===== src/rtl/branch_unit_ras_pkg.sv =====
// Shared definitions for the branch resolution unit: opcode encodings and
// flag-register bit positions (flags are packed {V,S,C,Z}).
package branch_unit_ras_pkg;

  typedef enum logic [6:0] {
    OP_B    = 7'b1000000,
    OP_BR   = 7'b1000001,
    OP_BZ   = 7'b1000010,
    OP_BNZ  = 7'b1000011,
    OP_BCY  = 7'b1000100,
    OP_BNCY = 7'b1000101,
    OP_BS   = 7'b1000110,
    OP_BNS  = 7'b1000111,
    OP_BV   = 7'b1001000,
    OP_BNV  = 7'b1001001,
    OP_CALL = 7'b1001010,
    OP_RET  = 7'b1001011
  } op_e;

  localparam int unsigned FZ = 0;
  localparam int unsigned FC = 1;
  localparam int unsigned FS = 2;
  localparam int unsigned FV = 3;

endpackage


===== src/rtl/branch_ras.sv =====
// Circular return-address stack.
//  push/pop      : one operation per cycle (mutually exclusive by opcode)
//  push_data     : address to push
//  top_data      : newest entry (entry at ptr-1), valid when !empty
//  empty         : no entries held
//  ovf / unf     : single-cycle strobes for push-when-full / pop-when-empty
// A push on a full stack overwrites the oldest entry (ptr wraps onto it) and
// count stays saturated; a pop on an empty stack leaves ptr/count untouched.
module branch_ras #(
  parameter int unsigned ADDR_W    = 32,
  parameter int unsigned RAS_DEPTH = 8
) (
  input  logic              clk,
  input  logic              rst,
  input  logic              push,
  input  logic              pop,
  input  logic [ADDR_W-1:0] push_data,
  output logic [ADDR_W-1:0] top_data,
  output logic              empty,
  output logic              ovf,
  output logic              unf
);

  localparam int unsigned PW = $clog2(RAS_DEPTH);
  localparam int unsigned CW = PW + 1;

  logic [ADDR_W-1:0] mem [RAS_DEPTH];
  logic [PW-1:0]     ptr;
  logic [CW-1:0]     count;
  logic              full;

  assign full     = (count == CW'(RAS_DEPTH));
  assign empty    = (count == '0);
  assign top_data = mem[ptr - PW'(1)];
  assign ovf      = push && full;
  assign unf      = pop && empty;

  always_ff @(posedge clk or posedge rst) begin
    if (rst) begin
      ptr   <= '0;
      count <= '0;
    end else if (push) begin
      ptr <= ptr + PW'(1);
      if (!full) count <= count + CW'(1);
    end else if (pop && !empty) begin
      ptr   <= ptr - PW'(1);
      count <= count - CW'(1);
    end
  end

  // Storage needs no reset: entries are only readable once count covers them.
  always_ff @(posedge clk) begin
    if (push) mem[ptr] <= push_data;
  end

endmodule


===== src/rtl/branch_unit_ras.sv =====
// Registered branch-resolution unit with flag register and return-address stack.
//  flag_we/flags_in      : flag register write ({V,S,C,Z}), forwarded to a
//                          request accepted in the same cycle
//  req_*                 : branch request (valid/ready), opcode, pc, offset,
//                          rs value, ra fallback for RAS underflow
//  resp_*                : registered result (valid/ready), taken, next PC
//  ras_ovf / ras_unf     : sticky RAS overflow / underflow, cleared by rst
module branch_unit_ras
  import branch_unit_ras_pkg::*;
#(
  parameter int unsigned ADDR_W    = 32,
  parameter int unsigned OFF_W     = 25,
  parameter int unsigned RAS_DEPTH = 8,
  parameter int unsigned PC_INC    = 1
) (
  input  logic              clk,
  input  logic              rst,
  input  logic              flag_we,
  input  logic [3:0]        flags_in,
  input  logic              req_valid,
  output logic              req_ready,
  input  logic [6:0]        req_op,
  input  logic [ADDR_W-1:0] req_pc,
  input  logic [OFF_W-1:0]  req_off,
  input  logic [ADDR_W-1:0] req_rs,
  input  logic [ADDR_W-1:0] ra_fallback,
  output logic              resp_valid,
  input  logic              resp_ready,
  output logic              resp_taken,
  output logic [ADDR_W-1:0] resp_target,
  output logic              ras_ovf,
  output logic              ras_unf
);

  logic [3:0]        flags_q;
  logic [3:0]        flags_eff;
  logic              accept;
  logic [ADDR_W-1:0] nxt;
  logic [ADDR_W-1:0] rel;
  logic [ADDR_W-1:0] tgt_d;
  logic [ADDR_W-1:0] ras_top;
  logic              taken_d;
  logic              cond_flag;
  logic              push;
  logic              pop;
  logic              ras_empty;
  logic              ovf_stb;
  logic              unf_stb;

  assign req_ready = !resp_valid || resp_ready;
  assign accept    = req_valid && req_ready;
  assign flags_eff = flag_we ? flags_in : flags_q;
  assign nxt       = req_pc + ADDR_W'(PC_INC);
  assign rel       = nxt + {{(ADDR_W-OFF_W){req_off[OFF_W-1]}}, req_off};

  // Conditional opcodes come in pairs: bits [3:1] pick the flag, bit 0 negates.
  always_comb begin
    cond_flag = 1'b0;
    case (req_op[3:1])
      3'b001:  cond_flag = flags_eff[FZ];
      3'b010:  cond_flag = flags_eff[FC];
      3'b011:  cond_flag = flags_eff[FS];
      3'b100:  cond_flag = flags_eff[FV];
      default: cond_flag = 1'b0;
    endcase
  end

  always_comb begin
    taken_d = 1'b0;
    tgt_d   = nxt;
    push    = 1'b0;
    pop     = 1'b0;
    case (req_op)
      OP_B: begin
        taken_d = 1'b1;
        tgt_d   = rel;
      end
      OP_BR: begin
        taken_d = 1'b1;
        tgt_d   = nxt + req_rs;
      end
      OP_BZ, OP_BNZ, OP_BCY, OP_BNCY, OP_BS, OP_BNS, OP_BV, OP_BNV: begin
        taken_d = cond_flag ^ req_op[0];
        if (taken_d) tgt_d = rel;
      end
      OP_CALL: begin
        taken_d = 1'b1;
        tgt_d   = rel;
        push    = accept;
      end
      OP_RET: begin
        taken_d = 1'b1;
        pop     = accept;
        tgt_d   = ras_empty ? ra_fallback : ras_top;
      end
      default: ;
    endcase
  end

  branch_ras #(
    .ADDR_W    (ADDR_W),
    .RAS_DEPTH (RAS_DEPTH)
  ) u_ras (
    .clk       (clk),
    .rst       (rst),
    .push      (push),
    .pop       (pop),
    .push_data (nxt),
    .top_data  (ras_top),
    .empty     (ras_empty),
    .ovf       (ovf_stb),
    .unf       (unf_stb)
  );

  always_ff @(posedge clk or posedge rst) begin
    if (rst) begin
      flags_q     <= '0;
      resp_valid  <= 1'b0;
      resp_taken  <= 1'b0;
      resp_target <= '0;
      ras_ovf     <= 1'b0;
      ras_unf     <= 1'b0;
    end else begin
      if (flag_we) flags_q <= flags_in;
      if (accept) begin
        resp_valid  <= 1'b1;
        resp_taken  <= taken_d;
        resp_target <= tgt_d;
      end else if (resp_ready) begin
        resp_valid <= 1'b0;
      end
      if (ovf_stb) ras_ovf <= 1'b1;
      if (unf_stb) ras_unf <= 1'b1;
    end
  end

endmodule


===== config.mk =====
export PLATFORM = sky130hd
export DESIGN_NAME = branch_unit_ras
export DESIGN_NICKNAME = d
export VERILOG_FILES = /design/src/rtl/branch_unit_ras_pkg.sv /design/src/rtl/branch_ras.sv /design/src/rtl/branch_unit_ras.sv
export SDC_FILE = /design/constraint.sdc
export NUM_CORES = 1
export LEC_CHECK = 0
export CAP_MARGIN = 20
export CORE_MARGIN = 5
export CORE_UTILIZATION = 40
export CTS_CLUSTER_SIZE = 12
export DETAILED_ROUTE_END_ITERATION = 7
export PLACE_DENSITY_LB_ADDON = 0.12
export SLEW_MARGIN = 20
export SYNTH_ARGS = -nofsm -noshare
export SYNTH_HDL_FRONTEND = slang
export SYNTH_SLANG_ARGS = --single-unit

===== constraint.sdc =====
create_clock -name clk -period 15.57 [get_ports clk]
set_clock_uncertainty 0.2 [all_clocks]
set_input_delay 2.3355 -clock clk [delete_from_list [all_inputs] [get_ports clk]]
set_output_delay 2.3355 -clock clk [all_outputs]
set_load 0.005 [all_outputs]

==> results of run 1 <==
## routing by layer
| layer | global-route usage [%] | vias up |
|---|---|---|
| li1 | - | 5751 |
| met1 | 33.5 | 6372 |
| met2 | 38.0 | 444 |
| met3 | 3.39 | 89 |
| met4 | 6.34 | 2 |
| met5 | 0 | - |
## synth_stat cells (5+ instances only)
cell type / count / area, sq um
edfxtp_1: 256 / 7690
a21o_1: 30 / 225
and3_1: 12 / 75.1
mux2i_1: 43 / 430
mux2_2: 5 / 56.3
nor3_1: 31 / 155
dfrtp_1: 47 / 1180
nor2_1: 80 / 300
ha_1: 72 / 901
nand4_1: 15 / 93.8
o211ai_1: 8 / 60.1
a21oi_1: 82 / 410
inv_1: 34 / 128
a221oi_1: 21 / 184
nand3_1: 37 / 185
a31oi_1: 18 / 113
o21bai_1: 9 / 67.6
nor4_1: 10 / 62.6
xnor2_1: 50 / 438
a221o_1: 10 / 100
o32a_1: 5 / 50.1
o221ai_1: 5 / 43.8
a211oi_1: 13 / 97.6
o22ai_1: 5 / 31.3
buf_1: 5 / 18.8
xor2_1: 21 / 184
o21ai_0: 66 / 330
buf_2: 9 / 45.0
nand2_1: 106 / 398
or3_1: 8 / 50.1
and4_1: 8 / 70.1
nand2b_1: 22 / 138
mux4_2: 65 / 1460
clkbuf_1: 44 / 165
and2_1: 7 / 43.8
nand3b_1: 8 / 60.1
o21a_1: 7 / 52.6
## cells by family (layout without fill, tap and decap cells)
group | after synthesis | after routing | share of synthesized area (%)
DFF | 303 | 303 | 52.5
buffers and inverters | 94 | 310 | 2.25
AOI/OAI and AO/OA | 332 | 332 | 13.3
and+or+nand+nor | 368 | 368 | 10.8
muxes | 113 | 113 | 11.6
adders and majority gates | 75 | 75 | 5.70
xor gates and xnor gates | 72 | 72 | 3.82
## path summary, 6_finish.rpt
check,start,to,slack (ps),cells past startpoint
max,req_pc[6],resp_target[27]$_DFFE_PP0P_,8250,14
min reg2reg,ras_ovf$_DFFE_PP0P_,ras_ovf$_DFFE_PP0P_,290,1
max in group asynchronous,rst,u_ras.ptr[0]$_DFFE_PP0P_,12390,3
max reg2reg,u_ras.ptr[0]$_DFFE_PP0P_,resp_target[12]$_DFFE_PP0P_,11340,9
min in group asynchronous,rst,resp_target[24]$_DFFE_PP0P_,2160,3
min,ras_ovf$_DFFE_PP0P_,ras_ovf$_DFFE_PP0P_,290,1
## power breakdown
group / internal, mW / leakage [nW] / switching (mW)
clock network: 0.494 / 0.546 / 0.330
registers: 0.899 / 2.85 / 0.0224
logic: 0.246 / 4.01 / 0.329
total: 1.64 / 7.41 / 0.681
## per-stage QoR
stage	setup WS, ps	total power [mW]	instances	area (sq um)
after CTS	8310	2.34	2112	20600
after floorplan	7900	1.28	1357	16900
after global placement	7540	1.51	2050	19400
after detailed placement	7780	1.51	2050	19400
final	8250	2.32	2112	20600
after global routing	8090	2.42	2112	20600
## sequential cells by signal, indices dropped and copies added, names as in the netlist
| signal | cells |
|---|---|
| ras_unf | 1 |
| resp_valid | 1 |
| flags_q | 4 |
| resp_taken | 1 |
| ras_ovf | 1 |
| u_ras.count | 4 |
| u_ras.mem | 256 |
| resp_target | 32 |
| u_ras.ptr | 3 |
## cell type report
class                      instances  area share [%]
timing repair buffer             214            9.90
tap                              539            3.27
inverter                          34           0.620
clock buffer                      49            4.61
clock inverter                    13           0.893
sequential                       303            43.0
multi-input combinational        960            37.7
==> flow_metrics.py, run 1 <==
metrics = {
    "cells_and_area": {
        "ff_latch_area_sq_um": 8870,
        "fin_util_pct": 49.2,
        "layout_commonest_cell": "edfxtp_1",
        "diodes": 0,
        "fillers": 3746,
        "synthToLayoutAreaGrowth_pct": 22.1,
        "fin_nets": 1760,
        "drive_above_1_share_pct": 12.1,
        "multi_input_area_sq_um": 7760,
        "mostFrequentLayoutCells": "256 x edfxtp_1, 173 x clkdlybuf4s50_1, 106 x nand2_1, 81 x a21oi_1, 79 x nor2_1",
    },
    "yosys": {
        "syn_area_sq_um": 16900,
        "ys_warn_count": 0,
        "synth_edf_count": 256,
        "synth_cell_types": 76,
        "synthArstFlopShare_pct": 15.5,
        "synth_nets": 1569,
        "synthCells": 1357,
        "yosysSeqAreaShare_pct": 52.5,
        "syn_area_per_cell_sq_um": 12.4,
        "ys.flop_type": "edfxtp_1",
        "ys_seq_elements": 303,
    },
    "placement": {
        "portBuffers": 173,
        "gp_congestion": 0.928,
        "dp_hpwl_um": 38600,
    },
    "setup_path": {
        "cpPeakStageDelay_ps": 740,
        "crit_top_cell": "or2_2",
        "path_buf_inv": 1,
        "crit_path_max_fanout": 11,
        "cp_slowest_cell": "or4_1",
        "crit_family": "simple AND/OR/NAND/NOR gates",
        "cp.arrival_ps": 7530,
        "crit_chain": "clkdlybuf4s50_1 -> nand4_1 -> or4_1 -> or2_2 -> nor2_1 -> xor2_1 -> ha_1 -> and2_1 -> a21o_1 -> or2_2 -> o31ai_1 -> o21ai_0 -> mux2i_1 -> o32a_1",
        "startpoint_type": "input port",
        "endpoint_kind": "register",
        "required_ps": 15780,
        "critical_path_class": "in2reg",
    },
    "route": {
        "wl_per_cell_um": 26.5,
        "firstDrtPassIters": 5,
        "met1_length_um": 24700,
        "viasPerCell": 5.99,
        "wl_um": 55900,
        "routed-wl-met2_um": 26300,
        "top_layer_used": "met5",
        "ant_nets": 0,
        "vias": 12658,
        "wl_met3_um": 3490,
        "drtIter0Drc": 1129,
        "drc": 0,
    },
    "floorplan": {
        "die_x_um": 215,
        "num_io_pins": 174,
        "dieArea_sq_um": 46400,
        "die_y_um": 215,
        "core_sq_um": 41900,
        "row_count": 75,
        "initial_core_util_pct": 40.3,
    },
    "clock_tree": {
        "cts_hold_buf": 0,
        "htreeDepth": 2,
        "post_cts_resized": 0,
        "clock_latency_ps": 520,
        "clkSinkCount": 303,
        "cts_setup_buffers": 0,
        "cts.clk_slew.worst_paths_ps": 60,
        "cts_tree": "built",
        "clk_path_buf_depth": 3,
        "cts_root_buf": "clkbuf_16",
        "cts_buffers": 35,
    },
    "sta": {
        "finalSetupViolCount": 0,
        "min_period_ps": 7320,
        "rsz0062_at_grt": "no",
        "slew_headroom_pct": 19.6,
        "period_share_pct": 47.0,
        "holdWs_ps": 290,
        "final-hold-violation-count": 0,
        "slew_violations": 0,
        "timing.setup.tns_ps": 0,
        "max_freq_ghz": 0.137,
        "worst_pin_slew_ps": 1200,
    },
    "hold_path": {
        "worstHoldPathType": "reg2reg",
    },
    "global_routing": {
        "track_usage_pct": 23.5,
        "antenna_found_initial": 1,
        "grt_pass1_vias": 12578,
        "grt_max_degree": 59,
        "grt_overflow_total": 0,
        "grt_pass1_wl_um": 82700,
    },
    "power": {
        "power_leakage_nw": 7.41,
        "max-vdd-ir-drop_mv": 0.0609,
        "power_density_nw_per_um2": 113,
    },
    "run": {
        "drv_cap": 0,
    },
    "status": {
        "status": "finished, final reports clean",
    },
}
Note: power is estimated with default switching activity, not from simulation.
==> run 2: changes to the inputs <==
Clock period 15.57 ns to 6.55 ns, I/O delays scaled along.
==> run 2 against run 1 <==
  * Clock-buffer cell count decreased by 3
  * Cell area up 0.66%
  * Critical endpoint is now resp_target[28]$_DFFE_PP0P_
  * Non-clock buffer count is 20 higher
==> flow_metrics.py, run 2 (synthesis results as in run 1) <==
metrics = {
    "sta": {
        "fin_ws_ps": 479,
        "slew_violations": 0,
        "finalSetupViolCount": 0,
        "worst_pin_slew_ps": 1110,
        "min_period_ps": 6070,
        "period_share_pct": 92.7,
        "max_freq_ghz": 0.165,
        "timing.setup.tns_ps": 0,
        "final-hold-violation-count": 0,
        "slew_headroom_pct": 25.2,
        "rsz0062_at_grt": "no",
        "holdWs_ps": 273,
    },
    "setup_path": {
        "crit_path_max_fanout": 11,
        "crit_chain": "clkdlybuf4s50_1 -> and4_1 -> nand4_1 -> nor4_1 -> buf_4 -> nand2_1 -> xnor2_1 -> ha_1 -> a21o_1 -> a21oi_1 -> o21ai_0 -> a21o_1 -> a21oi_1 -> a21oi_1 -> o31a_1 -> o32ai_1",
        "endpoint_kind": "register",
        "required_ps": 6780,
        "cp.arrival_ps": 6300,
        "cpPeakStageDelay_ps": 870,
        "path_buf_inv": 2,
        "crit_top_cell": "a21oi_1",
        "cp_slowest_cell": "xnor2_1",
        "critical_path_class": "in2reg",
        "crit_family": "compound AO/OA/AOI/OAI gates",
        "startpoint_type": "input port",
    },
    "floorplan": {
        "core_sq_um": 41900,
        "dieArea_sq_um": 46400,
        "num_io_pins": 174,
        "initial_core_util_pct": 40.3,
        "die_y_um": 215,
        "die_x_um": 215,
        "row_count": 75,
    },
    "route": {
        "drc": 0,
        "viasPerCell": 6.02,
        "drtIter0Drc": 1161,
        "wl_um": 56500,
        "ant_nets": 0,
        "vias": 12824,
        "firstDrtPassIters": 6,
        "wl_per_cell_um": 26.5,
    },
    "cells_and_area": {
        "mostFrequentLayoutCells": "256 x edfxtp_1, 173 x clkdlybuf4s50_1, 106 x nand2_1, 81 x a21oi_1, 79 x nor2_1",
        "fin_nets": 1781,
        "largest_reg_flops": 256,
        "diodes": 0,
        "layoutNonFillerInstCount": 2132,
        "reg_top3": "u_ras.mem x256, resp_target x32",
        "design_area_sq_um": 20700,
        "drive_above_1_share_pct": 13.1,
        "fillers": 3738,
        "regMostFlops": "u_ras.mem",
        "layout_commonest_cell": "edfxtp_1",
        "synthToLayoutAreaGrowth_pct": 22.9,
    },
    "power": {
        "power_leakage_nw": 7.49,
        "max-vdd-ir-drop_mv": 0.187,
        "power_density_nw_per_um2": 266,
    },
    "placement": {
        "dp_slack_ps": 16.8,
        "dpl.cell_count": 2070,
        "gp_congestion": 0.952,
        "portBuffers": 173,
        "dp_hpwl_um": 40700,
        "placed_cell_area_sq_um": 19600,
    },
    "global_routing": {
        "grt_max_degree": 40,
        "grt_pass1_wl_um": 83600,
        "track_usage_pct": 23.9,
        "grt_pass1_vias": 12659,
        "antenna_found_initial": 1,
        "grt_overflow_total": 0,
    },
    "hold_path": {
        "worstHoldPathType": "reg2reg",
    },
    "status": {
        "status": "finished, final reports clean",
    },
    "clock_tree": {
        "post_cts_resized": 0,
        "cts.clk_slew.worst_paths_ps": 60,
        "htreeDepth": 2,
        "cts_tree": "built",
        "clock_latency_ps": 530,
        "cts_root_buf": "clkbuf_16",
        "clkSinkCount": 303,
        "cts_buffers": 36,
        "clk_path_buf_depth": 3,
        "cts_setup_buffers": 0,
        "cts_hold_buf": 0,
    },
    "run": {
        "drv_cap": 0,
    },
}
run 2: report_power, final:
part	total, mW	leakage, nW	internal, mW	switching, mW
clock	1.96	0.555	1.16	0.794
sequential	2.20	2.85	2.14	0.0610
combinational	1.36	4.08	0.591	0.766
total	5.51	7.49	3.89	1.62
run 2: final timing paths:
check                                          from  cells after the start                           to  slack, ps
max                                      req_pc[15]                     16  resp_target[28]$_DFFE_PP0P_        480
min                             ras_ovf$_DFFE_PP0P_                      1          ras_ovf$_DFFE_PP0P_        270
max reg2reg                u_ras.ptr[0]$_DFFE_PP0P_                      9  resp_target[12]$_DFFE_PP0P_       2280
min reg2reg                     ras_ovf$_DFFE_PP0P_                      1          ras_ovf$_DFFE_PP0P_        270
max in group asynchronous                       rst                      3     u_ras.ptr[0]$_DFFE_PP0P_       4580
min in group asynchronous                       rst                      2       resp_valid$_DFFE_PP0P_        640
run 2: final cells by class:
cell class	instances	area (sq um)	area share, %
multi-input combinational	960	7710	37.2
timing repair buffer	234	2210	10.7
sequential	303	8870	42.8
inverter	34	128	0.615
clock inverter	16	170	0.821
clock buffer	46	968	4.67
tap	539	674	3.25
run 2: through the flow:
step / util [%] / total power [mW]
6_report: 49.5 / 5.51
5_1_grt: 49.5 / 5.74
3_5_place_dp: 46.8 / 3.59
4_1_cts: 49.5 / 5.55
2_1_floorplan: - / 3.03
3_3_place_gp: 46.8 / 3.59
run 2: layer usage:
| metal | up-vias | GRT usage (%) | wire length (um) | share of wire, % |
|---|---|---|---|---|
| li1 | 5789 | - | - | - |
| met1 | 6526 | 33.9 | 24700 | 44 |
| met2 | 451 | 39.9 | 27300 | 48 |
| met3 | 58 | 3.04 | 3400 | 6.0 |
| met4 | 0 | 4.93 | 1070 | 1.9 |
| met5 | - | 0 | 0 | 0 |
